File: src/rtl/exhaustive_checker_hold_timer.sv
// Dwell counter: counts the cycles a vector has been applied and flags the
// last cycle of the dwell so the response can be sampled there.
module hold_timer #(
  parameter int HOLD = 20
) (
  input  logic clk,
  input  logic rst_n,
  input  logic clr,
  input  logic en,
  output logic expire
);

  logic [7:0] cnt_q, cnt_d;

  // Next count: clear wins over counting so a new vector starts from zero.
  always_comb begin
    cnt_d = cnt_q;
    if (clr) begin
      cnt_d = '0;
    end else if (en) begin
      cnt_d = cnt_q + 8'd1;
    end
  end

  // Count register, forced to zero by reset.
  always_ff @(posedge clk or negedge rst_n) begin
    if (!rst_n) begin
      cnt_q <= '0;
    end else begin
      cnt_q <= cnt_d;
    end
  end

  assign expire = (cnt_q == 8'(HOLD - 1));

endmodule

File: config.mk
export PLATFORM = sky130hd
export DESIGN_NAME = hold_timer
export DESIGN_NICKNAME = d
export VERILOG_FILES = /design/src/rtl/exhaustive_checker_hold_timer.sv
export SDC_FILE = /design/constraint.sdc
export NUM_CORES = 1
export LEC_CHECK = 0
export CAP_MARGIN = 15
export CORE_AREA = 2 2 39 41
export CTS_BUF_LIST = sky130_fd_sc_hd__clkbuf_8
export CTS_CLUSTER_DIAMETER = 80
export DETAILED_ROUTE_END_ITERATION = 7
export DIE_AREA = 0 0 41 43
export GPL_TIMING_DRIVEN = 0
export PLACE_DENSITY = 0.5
export SYNTH_ARGS = -nofsm -noshare
export SYNTH_HDL_FRONTEND = slang
export SYNTH_SLANG_ARGS = --single-unit
export TNS_END_PERCENT = 100
File: constraint.sdc
create_clock -name clk -period 1.8 [get_ports clk]
set_input_delay 0.18 -clock clk [delete_from_list [all_inputs] [get_ports clk]]
set_output_delay 0.18 -clock clk [all_outputs]
set_load 0.005 [all_outputs]
# After elaboration in Yosys (flattened, before gate mapping)
# Cells that the tools add are included.
# word_totals
regBits	8
latchBits	0
mem_bits_rw	0
mem_bits_ro	0
in_bits	4
out_inout_bits	1
wordCells	6
mem_count	0
# op_classes
n_addsub	1
n_mul	0
n_div	0
magnitude_cmp	0
n_eq_ne	1
shift	0
mux	2
bitwise_logic	0
reduce_logical	1
# ops
op	count
$mux 8	2
$add 8x1->8 const B	1
$eq 8x5->1 const B	1
$reduce_bool 2->1	1

# Longest topological paths before layout
# logic_depth
ltp_word	3
depth_mapped	4
ltp_nobuf	4

# Least setup slack after synthesis
# Ideal clock, no wire load.
# synth_timing
kind	register to register
from	register cnt_q[2]
to	register cnt_q[7]
setup_ps	77
arrival_time_ps	1152
required_time_ps	1723
path_slack_ps	571
stages_incl_launch_ff	4
n_path_buf	0
period_less_slack_ps	1229
path_cell_list	dfrtp_1 > o211ai_4 > or4_1 > a21oi_1
# synth_between
elab_chain_len	3
# synth_rtl
item	line_no	text
start, declared	13	logic [7:0] cnt_q, cnt_d;
start signal, assigned	30	cnt_q <= cnt_d;
$add 8x1->8	21	cnt_d = cnt_q + 8'd1;
$mux 8	20	end else if (en) begin
$mux 8	18	if (clr) begin
# No other way between the ends. The select of a mux whose other input is x is not followed.
# A chain may end at the register's enable or synchronous reset.

# Final worst setup path
# layout_timing
from	register cnt_q[1]
to	output expire
# layout_between
elab_chain_len	1
# layout_rtl
item	line_no	text
$eq 8x5->1	34	assign expire = (cnt_q == 8'(HOLD - 1));
end, declared	10	output logic expire
# No other way between the ends.

==> impl_metrics.env <==
export IMPL_fillers=149
export IMPL_synth_top_family_by_area="simple AND/OR/NAND/NOR gates"
export IMPL_clk_path_buf_depth=2
export IMPL_viasPerCell=5.37
export IMPL_grt_overflow_total=0
export IMPL_hold_viol_final=0
export IMPL_synth_xor_area_share_pct=8.54
export IMPL_finalClockSkew_ns=0.00408
export IMPL_dr_pass1_iters=4
export IMPL_grt_pass1_vias=324
export IMPL_powerDensity_nw_per_um2=870
export IMPL_drive_above_1_share_pct=17.4
export IMPL_hpwl_um=560
export IMPL_htreeDepth=1
export IMPL_grt_antenna_before_repair=0
export IMPL_peakVddDrop_v=0.000473
export IMPL_num_nets_final=53
export IMPL_initial_utilization_pct=29.7
export IMPL_fin_crit_sh_pct=84.2
export IMPL_period_needed_ns=1.52
export IMPL_wirelength_um=753
export IMPL_syn_num_nets=45
export IMPL_setup_tns_final_ns=0
export IMPL_max_stage_delay_ns=0.39
export IMPL_fp_dieH_um=43
export IMPL_yosys_register_bits=8
export IMPL_antenna_cells=0
export IMPL_finalNonFillerCells=62
export IMPL_min_path_type="in -> reg"
export IMPL_ys_seq_area_share_pct=48.8
export IMPL_synth_simple_gate_area_share_pct=18.9
export IMPL_largest_reg_flops=8
export IMPL_synthesis_area_um2=410
export IMPL_crit_required_ns=1.62
export IMPL_grtUsageTotal_pct=12.1
export IMPL_p_leak_nw=0.204
export IMPL_synthMuxAreaShare_pct=2.44
export IMPL_final_common_cell="dfrtp_1"
export IMPL_timing_fmax_mhz=660
export IMPL_cp_arrival_ns=1.34
export IMPL_clk_latency_ns=0.23
export IMPL_die_w_um=41
export IMPL_status="completed"
export IMPL_critPathKind="reg -> out"
export IMPL_setup_violations=0
export IMPL_ys_warnings_count=0
export IMPL_clock_tree_root_cell="clkbuf_8"
export IMPL_tritoncts="built"
export IMPL_setup_worst_path_start_class="flip-flop"
export IMPL_slew_headroom_pct=74.0
export IMPL_top_regs="cnt_q (8)"
export IMPL_postPlaceCellArea_um2=450
export IMPL_critPathCaptureType="output pin"
export IMPL_drt_first_iter_violations=16
export IMPL_route_detailed_drc=0
export IMPL_gp_congestion=0.797
export IMPL_rsz0062_at_grt="false"
export IMPL_portBuffers=2
export IMPL_cap_violations=0
export IMPL_path_cells="ha_2 > nand3_1 > nor4_1 > dlygate4sd2_1"
export IMPL_synth_fa_ha_area_share_pct=3.05
export IMPL_ioPinCount=5
export IMPL_area_growth_pct=22.0
export IMPL_slew_violations=0
export IMPL_clock_sinks=8
export IMPL_rows=14
export IMPL_hold_slack_ns=0.206
export IMPL_final_cell_mix="dfrtp_1 (8), nor2_1 (6)"
export IMPL_design_die_area_um2=1760
export IMPL_clkTransAtPathRegs_ns=0.04
export IMPL_regMostFlops="cnt_q"
export IMPL_cts_made_buffers=3
export IMPL_synth_compound_area_share_pct=15.2
export IMPL_cp_slowest_cell="dfrtp_1"
export IMPL_grt_pass1_wl_um=1400
export IMPL_final_cell_area_um2=500
export IMPL_coreArea_um2=1380
export IMPL_grt_start_max_net_pins=11
export IMPL_via_count=333
export IMPL_synth_cell_types=19
export IMPL_synth_avg_cell_area_um2=10.3
export IMPL_dp_cells=58
export IMPL_tightest_slew_ns=0.389
export IMPL_postRouteAntennaNets=0
export IMPL_syn_instance_count=40
export IMPL_path_max_fanout=4
export IMPL_wire_per_inst_um=12.1
export IMPL_holdBufCountCts=0
==> critical path: cells and delay by family (launching register included) <==
| kind | cells | cell delay (ns) |
|---|---|---|
| DFF | 1 | 0.39 |
| and+or+nand+nor | 2 | 0.24 |
| buffers and inverters | 1 | 0.26 |
| adders and majority gates | 1 | 0.23 |
==> report_power, final <==
group	total [mW]	switching (mW)	internal [mW]	leakage [nW]
logic	0.0313	0.0174	0.0139	0.0723
registers	0.190	0.00464	0.185	0.110
clock network	0.214	0.0692	0.145	0.0216
==> routing by layer <==
| metal | vias to the layer above | global-route usage (%) | share of wire [%] |
|---|---|---|---|
| met1 | 167 | 15.6 | 42 |
| met2 | 8 | 15.9 | 51 |
| met3 | 0 | 6.28 | 6.5 |
| li1 | 158 | - | - |
| met4 | 0 | 6.00 | 0 |
| met5 | - | 0 | 0 |
==> synth_stat cells <==
cell | instances | area, µm²
nand4_1 | 1 | 6.26
o21ai_0 | 2 | 10.0
dfrtp_1 | 8 | 200
o211ai_4 | 1 | 21.3
o31ai_1 | 1 | 7.51
mux2i_1 | 1 | 10.0
o2111ai_1 | 1 | 8.76
nor4_1 | 1 | 6.26
or4_1 | 1 | 7.51
nor2_1 | 6 | 22.5
ha_1 | 1 | 12.5
or3_1 | 2 | 12.5
buf_4 | 1 | 7.51
xor2_1 | 3 | 26.3
a21oi_1 | 3 | 15.0
nand3_1 | 3 | 15.0
buf_2 | 1 | 5.00
xnor2_1 | 1 | 8.76
nand2_1 | 2 | 7.51
==> path summary, 6_finish.rpt <==
kind                       startpoint  endpoint  slack (ns)  cells after the start
max                          cnt_q[1]    expire        0.28                      4
min                               clr  cnt_q[5]        0.21                      2
max reg2reg                  cnt_q[0]  cnt_q[7]        0.46                      4
min reg2reg                  cnt_q[7]  cnt_q[7]        0.57                      2
max in group asynchronous       rst_n  cnt_q[2]        1.28                      1
min in group asynchronous       rst_n  cnt_q[6]        0.24                      1
==> cell families after synthesis <==
logic type | Yosys count
xor+xnor | 4
compound gates | 8
fa+ha+maj | 1
flops | 8
simple gates | 16
buf+inv | 2
mux | 1
==> what timing repair did <==
| item | 4_1_cts | 5_1_grt |
|---|---|---|
| endpoints found under the setup margin | 1 | 0 |
| gates resized for setup | 2 | 0 |
| setup buffers | 1 | 0 |
==> metrics by stage <==
step	setup slack, ns	power, mW	util [%]
2_1_floorplan	0.571	0.210	-
3_3_place_gp	0.208	0.218	32.5
3_5_place_dp	0.182	0.220	32.5
4_1_cts	0.279	0.439	36.2
5_1_grt	0.143	0.461	36.2
6_report	0.284	0.435	36.2
==> layout make-up <==
cell class,instances,area (µm²),area share [%]
buffer,2,12.5,2.50
clock buffer,3,41.3,8.25
sequential,8,200,40.0
tap,16,20.0,4.00
timing repair buffer,3,26.3,5.25
multi-input combinational,30,200,40.0
No activity file was read; power rests on OpenSTA's default activity.
